File: src/rtl/fpaddsub_pkg.sv
// fpaddsub_pkg: shared constants, InputExc bit indices and unpacked-operand type for the add/sub pipeline
package fpaddsub_pkg;
  localparam int EXP_W = 8;
  localparam int MAN_W = 23;
  localparam logic [EXP_W-1:0] EXP_MAX = 8'hFF;
  localparam int SHIFT_MAX_DEF = 26;
  localparam int EXC_ANAN = 4;
  localparam int EXC_BNAN = 3;
  localparam int EXC_AINF = 2;
  localparam int EXC_BINF = 1;
  localparam int EXC_ANY = 0;
  typedef struct packed {
    logic             sgn;
    logic [EXP_W-1:0] exp;
    logic [MAN_W:0]   sig;
    logic             nan;
    logic             inf;
  } unpacked_t;
  function automatic logic [4:0] sat_shift(input logic [EXP_W-1:0] d, input int smax);
    return (int'(d) > smax) ? 5'(smax) : d[4:0];
  endfunction
endpackage

File: src/rtl/fpaddsub_classify.sv
// fpaddsub_classify: splits one packed single into sign/effective exponent/significand and flags NaN/Inf; FTZ under FPADDSUB_FTZ_EN
module fpaddsub_classify
  import fpaddsub_pkg::*;
(
  input  logic [31:0] op_i,
  output unpacked_t   u_o
);
  logic [EXP_W-1:0] exp;
  logic [MAN_W-1:0] frac;
  logic             zexp;
  assign exp  = op_i[30:23];
  assign zexp = ~|exp;
`ifdef FPADDSUB_FTZ_EN
  assign frac = zexp ? '0 : op_i[22:0];
`else
  assign frac = op_i[22:0];
`endif
  // exp=0 shares exponent 1 with the smallest normals; the hidden bit tells them apart
  assign u_o.sgn = op_i[31];
  assign u_o.exp = zexp ? 8'd1 : exp;
  assign u_o.sig = {~zexp, frac};
  assign u_o.nan = (exp == EXP_MAX) & (|frac);
  assign u_o.inf = (exp == EXP_MAX) & ~(|frac);
endmodule

File: src/rtl/fpaddsub_unpack_align.sv
// fpaddsub_unpack_align: two-stage classify/order pipeline feeding the add/sub aligner; FTZ via FPADDSUB_FTZ_EN
module fpaddsub_unpack_align
  import fpaddsub_pkg::*;
#(
  parameter int SHIFT_MAX = SHIFT_MAX_DEF
) (
  input  logic        clk,
  input  logic        rst_n,
  input  logic        in_valid,
  output logic        in_ready,
  input  logic [31:0] A,
  input  logic [31:0] B,
  input  logic        Ctrl,
  output logic        out_valid,
  input  logic        out_ready,
  output logic        Sa,
  output logic        Sb,
  output logic        MaxAB,
  output logic [7:0]  CExp,
  output logic [4:0]  Shift,
  output logic [23:0] Mmax,
  output logic [23:0] Mmin,
  output logic        Opr,
  output logic        CtrlOut,
  output logic [4:0]  InputExc
);
  unpacked_t a_d, b_d, a1_q, b1_q, mx, mn;
  logic s1_valid_q, ctrl1_q, s2_adv, b_gt;
  logic out_valid_q, sa_q, sb_q, maxab_q, opr_q, ctrl_q;
  logic [7:0] cexp_q, diff;
  logic [4:0] shift_q, exc_q, exc_d;
  logic [23:0] mmax_q, mmin_q;
  fpaddsub_classify u_cls_a (.op_i(A), .u_o(a_d));
  fpaddsub_classify u_cls_b (.op_i(B), .u_o(b_d));
  assign s2_adv   = ~out_valid_q | out_ready;
  assign in_ready = ~s1_valid_q | s2_adv;
  // effective exponent with hidden bit orders exactly like raw {exp, frac}; ties keep A as max
  assign b_gt = {b1_q.exp, b1_q.sig} > {a1_q.exp, a1_q.sig};
  assign mx   = b_gt ? b1_q : a1_q;
  assign mn   = b_gt ? a1_q : b1_q;
  assign diff = mx.exp - mn.exp;
  always_comb begin
    exc_d = '0;
    exc_d[EXC_ANAN] = a1_q.nan;
    exc_d[EXC_BNAN] = b1_q.nan;
    exc_d[EXC_AINF] = a1_q.inf;
    exc_d[EXC_BINF] = b1_q.inf;
    exc_d[EXC_ANY]  = a1_q.nan | b1_q.nan | a1_q.inf | b1_q.inf;
  end
  always_ff @(posedge clk) begin
    if (!rst_n) begin
      s1_valid_q  <= 1'b0;
      a1_q        <= '0;
      b1_q        <= '0;
      ctrl1_q     <= 1'b0;
      out_valid_q <= 1'b0;
      sa_q        <= 1'b0;
      sb_q        <= 1'b0;
      maxab_q     <= 1'b0;
      cexp_q      <= '0;
      shift_q     <= '0;
      mmax_q      <= '0;
      mmin_q      <= '0;
      opr_q       <= 1'b0;
      ctrl_q      <= 1'b0;
      exc_q       <= '0;
    end else begin
      if (in_ready) begin
        s1_valid_q <= in_valid;
        if (in_valid) begin
          a1_q    <= a_d;
          b1_q    <= b_d;
          ctrl1_q <= Ctrl;
        end
      end
      if (s2_adv) begin
        out_valid_q <= s1_valid_q;
        if (s1_valid_q) begin
          sa_q    <= a1_q.sgn;
          sb_q    <= b1_q.sgn;
          maxab_q <= b_gt;
          cexp_q  <= mx.exp;
          shift_q <= sat_shift(diff, SHIFT_MAX);
          mmax_q  <= mx.sig;
          mmin_q  <= mn.sig;
          opr_q   <= ctrl1_q ^ a1_q.sgn ^ b1_q.sgn;
          ctrl_q  <= ctrl1_q;
          exc_q   <= exc_d;
        end
      end
    end
  end
  assign out_valid = out_valid_q;
  assign Sa        = sa_q;
  assign Sb        = sb_q;
  assign MaxAB     = maxab_q;
  assign CExp      = cexp_q;
  assign Shift     = shift_q;
  assign Mmax      = mmax_q;
  assign Mmin      = mmin_q;
  assign Opr       = opr_q;
  assign CtrlOut   = ctrl_q;
  assign InputExc  = exc_q;
endmodule

File: config.mk
export PLATFORM = sky130hd
export DESIGN_NAME = fpaddsub_unpack_align
export DESIGN_NICKNAME = d
export VERILOG_FILES = /design/src/rtl/fpaddsub_pkg.sv /design/src/rtl/fpaddsub_classify.sv /design/src/rtl/fpaddsub_unpack_align.sv
export SDC_FILE = /design/constraint.sdc
export NUM_CORES = 1
export LEC_CHECK = 0
export ABC_AREA = 1
export BUFFER_PORTS_ARGS = -buffer_cell sky130_fd_sc_hd__buf_4
export CAP_MARGIN = 10
export CORE_AREA = 8 8 137 139
export DETAILED_ROUTE_END_ITERATION = 10
export DIE_AREA = 0 0 145 147
export PLACE_DENSITY = 0.67
export SLEW_MARGIN = 20
export SYNTH_ARGS = -nofsm -noshare
export SYNTH_HDL_FRONTEND = slang
export SYNTH_HIERARCHICAL = 1
export SYNTH_SLANG_ARGS = --single-unit
File: constraint.sdc
create_clock -name clk -period 3.9 [get_ports clk]
set_clock_uncertainty 0.2 [all_clocks]
set_input_delay 0.975 -clock clk [delete_from_list [all_inputs] [get_ports clk]]
set_output_delay 0.975 -clock clk [all_outputs]
set_load 0.05 [all_outputs]
# Word level (Yosys, flattened, before mapping)
# Index checks and enable logic that the tools add are counted.
word_totals:
  reg_bits: 144
  inputBits: 69
  out_inout_bits: 73
  word_cells: 54
classes:
  add_sub_neg: 1
  order_cmp: 2
  eq_ne: 2
  n_mux: 5
  bitwise: 15
  n_reduce_logical: 6
ops:
  columns: ["op", "count"]
  rows:
  - ["$mux 34", 2]
  - ["$reduce_or 23->1", 2]
  - ["$gt 32x32->1", 1]
  - ["$eq 8x8->1 const B", 2]
  - ["$mux 8", 2]
  - ["$reduce_or 8->1", 2]
  - ["$gt 8x5->1 const B", 1]
  - ["$sub 8x8->8", 1]
  - ["$mux 5", 1]
  - ["$or 1x1->1", 5]
  - ["$and 1x1->1", 4]
  - ["$not 1->1", 4]
  - ["$reduce_and 2->1", 2]
  - ["$xor 1x1->1", 2]

# Logic depth before layout (Yosys ltp)
# Gate-level depths: netlist (run 1).
depth:
  word_depth: 5
  ltp_mapped: 28
  ltp_nobuf: 28

# Hierarchy
# The synthesis (run 1) kept the hierarchy.
by_module_without_submodules:
  columns: ["module", "instances", "cells_each", "area_per_inst_um2", "seq_area_each_um2"]
  rows:
  - ["fpaddsub_unpack_align", 1, 909, 6613.8, 2882.8]
  - ["fpaddsub_classify", 2, 68, 372.9, 0.0]

# Worst setup path after synthesis (run 1)
# No wires, ideal clock.
synth_path:
  path_type: "reg-to-reg"
  from: "register a1_q[31] (netlist bit)"
  to: "register shift_q[3] (netlist: Shift[3])"
  setup_time_ns: 0.113
  arrival_time_ns: 2.516
  t_required_ns: 3.587
  slack_ns: 1.071
  path_stages_with_launch: 23
  path_buffers: 0
  period_less_slack_ns: 2.829
  cell_sequence: "dfxtp_1 inv_1 ha_1 nand2_2 nor2_2 nand2_2 nor3_4 nand2_2 nand2_4 nand2_4 nand2_2 nand3_2 ha_1 inv_1 nand2_2 nand2_1 nand3b_1 nand2_1 nor2_1 nor2_2 nand2_2 o21ai_1 inv_1"
synth_between:
  elab_chain_len: 5
  elab_cells_between_ends: 6
  cone_classes: "1 x add/sub; 2 x order compare; 3 x mux"
synth_lines:
  columns: ["item", "line_no", "rtl"]
  rows:
  - ["from (decl)", "fpaddsub_unpack_align.sv:27", "unpacked_t a_d, b_d, a1_q, b1_q, mx, mn;"]
  - ["from (signal assigned)", "fpaddsub_unpack_align.sv:53", "a1_q <= '0;"]
  - ["from (signal assigned)", "fpaddsub_unpack_align.sv:71", "a1_q <= a_d;"]
  - ["$gt 32x32->1", "fpaddsub_unpack_align.sv:38", "assign b_gt = {b1_q.exp, b1_q.sig} > {a1_q.exp, a1_q.sig};"]
  - ["$mux 34 (on tied branches)", "fpaddsub_unpack_align.sv:39, fpaddsub_unpack_align.sv:40", null]
  - ["$sub 8x8->8 (*)", "fpaddsub_unpack_align.sv:41", "assign diff = mx.exp - mn.exp;"]
  - ["$gt 8x5->1", "fpaddsub_pkg.sv:20", "return (int'(d) > smax) ? 5'(smax) : d[4:0];"]
  - ["$mux 5 (*)", "fpaddsub_pkg.sv:20", null]
  - ["to (signal assigned)", "fpaddsub_unpack_align.sv:83", "shift_q <= sat_shift(diff, SHIFT_MAX);"]
  - ["to (decl)", "fpaddsub_unpack_align.sv:31", "logic [4:0] shift_q, exc_q, exc_d;"]
# Mark *: on every way between the ends. The rest lies on a longest branch, timed or not.
# A chain may end at the register's enable or synchronous reset.

# Worst setup path in the final report (run 1)
layout_path:
  from: "register a1_q[24] (netlist bit)"
  to: "register shift_q[1] (netlist: Shift[1])"
layout_between:
  elab_chain_len: 5
  elab_cells_between_ends: 6
  cone_classes: "1 x add/sub; 2 x order compare; 3 x mux"
layout_lines:
  columns: ["item", "line_no"]
  rows:
  - ["$gt 32x32->1 (*)", "fpaddsub_unpack_align.sv:38"]
  - ["$mux 34 (on tied branches)", "fpaddsub_unpack_align.sv:39, fpaddsub_unpack_align.sv:40"]
  - ["$sub 8x8->8 (*)", "fpaddsub_unpack_align.sv:41"]
  - ["$gt 8x5->1", "fpaddsub_pkg.sv:20"]
  - ["$mux 5 (*)", "fpaddsub_pkg.sv:20"]
# Marks and branches as above.

==> metrics.md, run 1 <==
| Metric | Value |
|---|---|
| Status | finished clean |
| Number of synthesized flops with an enable pin | 0 |
| FF-to-FF Start | a1_q[24] |
| Critical Path RT | around 4 ns |
| Routed via count | 6,717 |
| Crit path to | Shift[1] |
| Rows | 48 |
| FFs w/ async S/R, synth | 0 |
| Routability cong. | 0.8729 |
| Mapped cell area | 0.007360 mm^2 |
| Leak pwr | 0.003928 uW |
| Final Hold Viols | 0 |
| Slew at the pin with the worst max-slew slack | 0.8868 ns |
| Clock tree buffer depth | 2 |
| Ranking of synthesized cells by area | dfxtp_1 (39%), a21oi_1 (9.9%), nand2_1 (9.4%) |
| Post-CTS Setup Bufs | 0 |
| Worst path arrival time | 3.53 ns |
| Core area | 0.01676 mm^2 |
| RR Endpoint | Shift[1] |
| DR WL met3 | 954 um |
| Vias in the first global route | 6,318 |
| CTS H-tree lvls | 4 |
| Seq/Total Area, Yosys | 0.3917 |
| DR top layer | met4 |
| Post-synth top area share | 0.3917 |
| Critical path endpoint category | register |
| Ys flop type | dfxtp_1 |
| Fin crit period | 3.416 ns |
| DR vias/cell | between 5 and 6 |
| DRT met1 WL | 9332 um |
| Die area | 0.02132 mm^2 |
| Slew headroom | 0.4081 |
| Gate count of the mapped netlist | between 1,000 and 1,500 |
| Crit path from | a1_q[24] |
| Design Area, Final | roughly 0.0087 mm^2 |
| Clk Latency, worst-skew pair | 0.43 ns |
| Grt ovf | 0 |
| Synthesis-to-layout area growth | 18.89% |
| Reg2Reg Depth | 22 |
| Setup TNS | 0 ns |
| CTS root buf | clkbuf_16 |
| Cts bufs inserted | 17 |
| Initial core utilization | 0.4392 |
| Antenna violations before repair | 0 |
| Share of post-route cells with drive strength above 1 | 0.1912 |
| Final nets | 1,198 |
| Port Buffers | 141 |
| Final wirelength | 20,160 um |
| I/O Pins | 142 |
| Hold Path Class | register to register |
| Hold-fix buffers at CTS | 0 |
| Clock Sinks | 144 |
| Detail Route Antenna Nets | 0 |
| Diodes inserted | 0 |
| Setup slack at placement | 0.4600 ns |
| DRC viols | 0 |
| Yosys warns | 6 |
| Syn_nets | about 1,100 |
| Crit path launch type | register |
| Pwr Total | 4246 uW |
| Synth cell count leaders | nand2_1 (184), a21oi_1 (145), dfxtp_1 (144) |
| Total track usage | 0.1868 |
| Most common cell in the synthesized netlist | nand2_1 |
| First-pass GRT wire length | 32,520 um |
| Largest net degree at the start of global routing | 117 |
| Final Worst Setup Slack | roughly 0.48 ns |
| Initial drt markers | just under 500 |
| Maxcap violations | 0 |
| Setup Crit Path Kind | register to register |
| Number of detailed-route iterations in the first pass | 5 |
| Slew Limit Fails | 0 |
| Tcrit/Tclk final | 0.8759 |
| CTS tree | done |
| VDD IR-drop max | 307.8 uV |
| Yosys top cell by area | dfxtp_1 |
| CTS clk-pin slew, worst paths | 0.06 ns |
| Setup violations, final | 0 |
| Hpwl dp | 14,320 um |
| DP Area | approximately 0.0082 mm^2 |
| Met2 Routed Length | approximately 9500 um |
| Final Core Density | 0.5222 |
| Fmax | 0.2928 GHz |
| Avg Inst Size Synth | slightly above 7 um^2 |
| Post-CTS sizing | 0 |
| Die H | 147 um |
| Die width | ~150 um |
| Flops & latches, synth | 144 |
| RSZ-0062 raised after global routing | false |
| Count of different cell masters after synthesis | 31 |
| CP Max Fanout | 39 |
| Power per cell area | 485.2 mW/mm^2 |
| Wire per inst | 15.11 um |
| Reg2reg setup slack | a little under 0.5 ns |
==> report_power, final <==
group          total, uW  leakage [uW]  switching [uW]  internal (uW)
Sequential          1650       0.00119            66.7           1580
Clock               1560      0.000267             625            935
Combinational       1040       0.00247             701            338
==> through the flow <==
step	hold WS [ns]	std cells
final	0.2640	1334
after global routing	0.2767	1334
after CTS	0.2662	1334
after detailed placement	0.2569	1302
after global placement	0.2531	1302
after floorplan	0.2545	1045
==> critical path, cell delays in order (launching register included) <==
cell     delay [ns]
dfxtp_1        0.33
inv_1          0.08
ha_1           0.29
nand2_1        0.07
nor2_1         0.19
nand4_1        0.22
nor3_4         0.21
nand2_2        0.09
nand2_4        0.12
nand2_4        0.26
nand2_2        0.16
nand3_2        0.09
ha_1           0.18
inv_1          0.08
nand2_2        0.07
nand2_1        0.08
nand3_1        0.08
nand2_1        0.06
nand2_1        0.05
nor2_2         0.15
nand2_2        0.08
o21ai_1        0.12
inv_1          0.05
==> how the worst min path moves through the flow <==
| stage | cells after the start | startpoint | endpoint |
|---|---|---|---|
| 2_1_floorplan | 2 | a1_q[1] | InputExc[4] |
| 3_3_place_gp | 2 | Mmin[17] | Mmin[17] |
| 3_5_place_dp | 2 | Mmax[19] | Mmax[19] |
| 4_1_cts | 2 | Mmax[19] | Mmax[19] |
| 5_1_grt | 2 | Mmax[19] | Mmax[19] |
| 6_report | 2 | Mmin[14] | Mmin[14] |
==> routing by layer <==
| metal | global-route usage | up-vias |
|---|---|---|
| li1 | - | 3476 |
| met1 | 0.2366 | 3058 |
| met2 | 0.3037 | 156 |
| met3 | 0.04153 | 27 |
| met4 | 0.07259 | 0 |
| met5 | 0 | - |
==> cell families (layout without fill, tap and decap cells) <==
logic type	Yosys count	in the layout	synth area share
and+or+nand+nor	368	368	0.2120
AOI/OAI and AO/OA	294	294	0.2091
buffers and inverters	204	268	0.1287
DFF	144	144	0.3917
adders and majority gates	33	33	0.05610
xor gates and xnor gates	2	2	0.002381
==> layout by cell type, fill, tap and decap left out, types with 4 or more instances in the layout <==
cell and count:
clkbuf_1 4, nand3_1 24, nand4_1 10, nand2_2 9, o21ai_0 118, a21oi_1 145, nand3_2 4, o211ai_1 20
inv_1 85, nand2_1 182, ha_1 33, dfxtp_1 144, buf_4 146, nor2_2 11, nor2_1 118, clkinv_2 6
clkbuf_16 17, a31oi_1 4, nand2_4 4
==> sequential cells by signal (all words and copies together) (netlist names) <==
register    flops
CExp            8
CtrlOut         1
InputExc        5
MaxAB           1
Mmax           24
Mmin           24
Opr             1
Sa              1
Sb              1
Shift           5
a1_q           35
b1_q           35
ctrl1_q         1
out_valid       1
s1_valid_q      1
==> final cells by class <==
| cell class | instances | area [um^2] |
|---|---|---|
| timing repair buffer | 149 | 1156 |
| fill | 1698 | 8006 |
| tap | 225 | 281.5 |
| inverter | 87 | 327.8 |
| multi-input combinational | 697 | 3545 |
| clock buffer | 21 | 440.4 |
| clock inverter | 11 | 116.4 |
| sequential | 144 | 2883 |
No activity file was read; power rests on OpenSTA's default activity.
==> run 2, diff against run 1 <==
--- a/config.mk
+++ b/config.mk
@@ -5,13 +5,12 @@
 export SDC_FILE = /design/constraint.sdc
 export NUM_CORES = 1
 export LEC_CHECK = 0
-export ABC_AREA = 1
 export BUFFER_PORTS_ARGS = -buffer_cell sky130_fd_sc_hd__buf_4
 export CAP_MARGIN = 10
-export CORE_AREA = 8 8 137 139
+export CORE_AREA = 8 8 140 142
 export DETAILED_ROUTE_END_ITERATION = 10
-export DIE_AREA = 0 0 145 147
-export PLACE_DENSITY = 0.67
+export DIE_AREA = 0 0 148 150
+export PLACE_DENSITY = 0.66
 export SLEW_MARGIN = 20
 export SYNTH_ARGS = -nofsm -noshare
 export SYNTH_HDL_FRONTEND = slang
==> metrics.md, run 2 <==
| Metric | Value |
|---|---|
| Max incr delay on CP | approximately 0.57 ns |
| Crit path launch type | register |
| Most common cell in the synthesized netlist | nand2_1 |
| Initial core utilization | 0.4379 |
| Crit-path cells | inv_1 -> ha_1 -> nand4_1 -> buf_4 -> a2111oi_1 -> or4_4 -> a22oi_4 -> mux2i_2 -> ha_2 -> a21oi_1 -> mux2i_1 -> xor2_1 -> a21oi_1 -> o32a_2 -> a41o_1 |
| Rows | slightly below 50 |
| Reg2Reg Depth | 15 |
| Reg2reg setup slack | 0.16 ns |
| Gate count of the mapped netlist | 912 |
| Ranking of synthesized cells by area | dfxtp_1 (38%), nand2_1 (11%), a21boi_0 (7.8%) |
| RR Endpoint | Shift[0] |
| Clk Latency, worst-skew pair | 0.43 ns |
| Hpwl dp | 14,830 um |
| Leak pwr | 0.004469 uW |
| CTS H-tree lvls | 4 |
| Post-synthesis compound-gate area fraction | 0.2301 |
| Adder-cell share of the synthesized area | 0.05377 |
| DRC viols | 0 |
| Crit-path slowest cell | or4_4 |
| Top Registers | a1_q: 35 flops, b1_q: 35 flops |
| Placed instance count | 1,193 |
| Initial drt markers | 368 |
| Slew headroom | 0.4396 |
| Flops & latches, synth | 144 |
| Fin crit period | 3.740 ns |
| Ys flop type | dfxtp_1 |
| Core area | about 0.018 mm^2 |
| Crit path to | Shift[0] |
| Largest family of logic cells by synthesized area | compound AO/OA/AOI/OAI gates |
| Antenna violations before repair | 0 |
| Synth cell count leaders | nand2_1 (231), dfxtp_1 (144), a21boi_0 (80) |
| FF-to-FF Start | a1_q[16] |
| First-pass GRT wire length | 32,620 um |
| Fmax | 0.2674 GHz |
| Grt ovf | 0 |
| Vias in the first global route | around 6,300 |
| Seq/Total Area, Yosys | 0.3754 |
| Routed via count | roughly 6,500 |
| Critical path endpoint category | register |
| Maxcap violations | 0 |
| DP Area | 0.008693 mm^2 |
| Final nets | 1,087 |
| Slew Limit Fails | 0 |
| CTS clk-pin slew, worst paths | 0.06 ns |
| FFs w/ async S/R, synth | 0 |
| Post-synthesis mux area share | 0.04986 |
| Post-synth top area share | 0.3754 |
| Mapped cell area | between 0.007 and 0.008 mm^2 |
| Clock Sinks | 144 |
| Cts bufs inserted | 17 |
| CP Max Fanout | 5 |
| Final Hold Viols | 0 |
| VDD IR-drop max | between 300 and 400 uV |
| Die H | ~150 um |
| Hold-fix buffers at CTS | 0 |
| CTS tree | done |
| Status | finished clean |
| Share of post-route cells with drive strength above 1 | 0.2305 |
| Port Buffers | 141 |
| Number of synthesized flops with an enable pin | 0 |
| Hold Path Class | register to register |
| Power per cell area | 454.2 mW/mm^2 |
| Slew at the pin with the worst max-slew slack | 0.8388 ns |
| I/O Pins | 142 |
| Filler cells | 1,701 |
| Synth Area in Simple Gates | 0.1797 |
| Post-synthesis xor/xnor area fraction | 0.007984 |
| Clock tree buffer depth | 2 |
| Yosys top cell by area | dfxtp_1 |
| Hold path cells | 2 |
| Design Area, Final | 0.009330 mm^2 |
| Crit path from | a1_q[16] |
| Avg Inst Size Synth | ~8.4 um^2 |
| CP most frequent cell | a21oi_1 |
| Die area | about 0.022 mm^2 |
| CTS root buf | clkbuf_16 |
| Setup Crit Path Kind | register to register |
| Worst path arrival time | 3.86 ns |
| Largest net degree at the start of global routing | between 80 and 90 |
| Count of different cell masters after synthesis | 55 |
| Synthesis-to-layout area growth | 21.51% |
| Total track usage | 0.1840 |
| Non-filler cells, final | 1,227 |
| Routability cong. | 0.8858 |
| Yosys warns | 6 |
| DR vias/cell | 5.257 |
| Most common cell after layout, fill and taps aside | nand2_1 |
| Die width | approximately 150 um |
| Syn_nets | slightly above 1,000 |
| Most frequent cells in the layout | nand2_1 (230), buf_4 (166), dfxtp_1 (141), a21boi_0 (80), o211a_1 (55) |
| Wire per inst | approximately 16 um |
| Critical Path RT | 4.02 ns |
| Detail Route Antenna Nets | 0 |
| Number of detailed-route iterations in the first pass | 6 |
| Setup violations, final | 0 |
| Final wirelength | 20,220 um |
| Diodes inserted | 0 |
| Tcrit/Tclk final | 0.9591 |
## run 2: cell count changes in the layout (fill, tap and decap cells not counted), sizes merged, moves of 22 or more
| cell | change |
|---|---|
| nand2 | +36 |
| o211a | +55 |
| nor2 | -119 |
| a21boi | +80 |
| nand3 | -22 |
| mux2i | +36 |
| o21ai | -111 |
| buf | +24 |
| a21oi | -124 |
| inv | -41 |
## run 2: routing by layer
layer  GRT usage  part of all wire
met3     0.04506             0.050
met2      0.2781              0.44
met5           0                 0
met1      0.2497              0.50
met4     0.06578             0.014
## run 2: where the power goes
part / switching [uW] / internal [uW]
Combinational: 593 / 390
Sequential: 63.7 / 1560
Clock: 682 / 950
## run 2: worst max-delay path: cells and delay by family (launching register included)
kind | cells | cell delay [ns]
multiplexers | 2 | 0.42
AO/OA/AOI/OAI | 6 | 1.01
XOR/XNOR | 1 | 0.22
flip-flops | 1 | 0.36
AND/OR/NAND/NOR | 2 | 0.66
buffers and inverters | 2 | 0.22
adder cells (fa/ha/maj) | 2 | 0.53
## run 2: what timing repair did
item | 4_1_cts | 5_1_grt
setup endpoints to repair | 0 | 5
gates resized for setup | 0 | 9
buffers inserted | 0 | 2
## run 2: worst min path at each step
| stage | start | endpoint | slack (ns) |
|---|---|---|---|
| after detailed placement | Opr | Opr | 0.26 |
| after floorplan | a1_q[0] | InputExc[2] | 0.25 |
| after global placement | Sa | Sa | 0.25 |
| final | Opr | Opr | 0.27 |
| after CTS | Opr | Opr | 0.27 |
| after global routing | Opr | Opr | 0.28 |
## run 2: cell type report
cell class	instances	area (um^2)	area share
Multi-Input combinational cell	609	4043	0.4333
Sequential cell	144	2887	0.3094
Timing Repair Buffer	173	1378	0.1476
Clock buffer	18	429.2	0.04600
Tap cell	229	286.5	0.03071
Clock inverter	14	157.7	0.01690
Inverter	40	150.1	0.01609
## run 2: cell families (layout without fill, tap and decap cells)
kind of cell / Yosys count / in the layout
compound gates: 222 / 222
xor+xnor: 7 / 7
fa+ha+maj: 33 / 33
buf+inv: 159 / 245
flops: 144 / 144
mux: 38 / 38
simple gates: 309 / 309
## run 2: through the flow
| stage | TNS, ns | hold WS, ns | total power, uW | utilization | setup slack (ns) |
|---|---|---|---|---|---|
| floorplan | 0 | 0.2542 | 2336 | - | 0.1726 |
| global placement | 0 | 0.2529 | 2612 | 0.4958 | 0.08901 |
| detailed placement | 0 | 0.2603 | 2618 | 0.4958 | 0.01589 |
| CTS | 0 | 0.2671 | 4255 | 0.5293 | 0.007207 |
| global route | -0.06778 | 0.2824 | 4436 | 0.5321 | -0.03456 |
| finish | 0 | 0.2652 | 4238 | 0.5321 | 0.1596 |
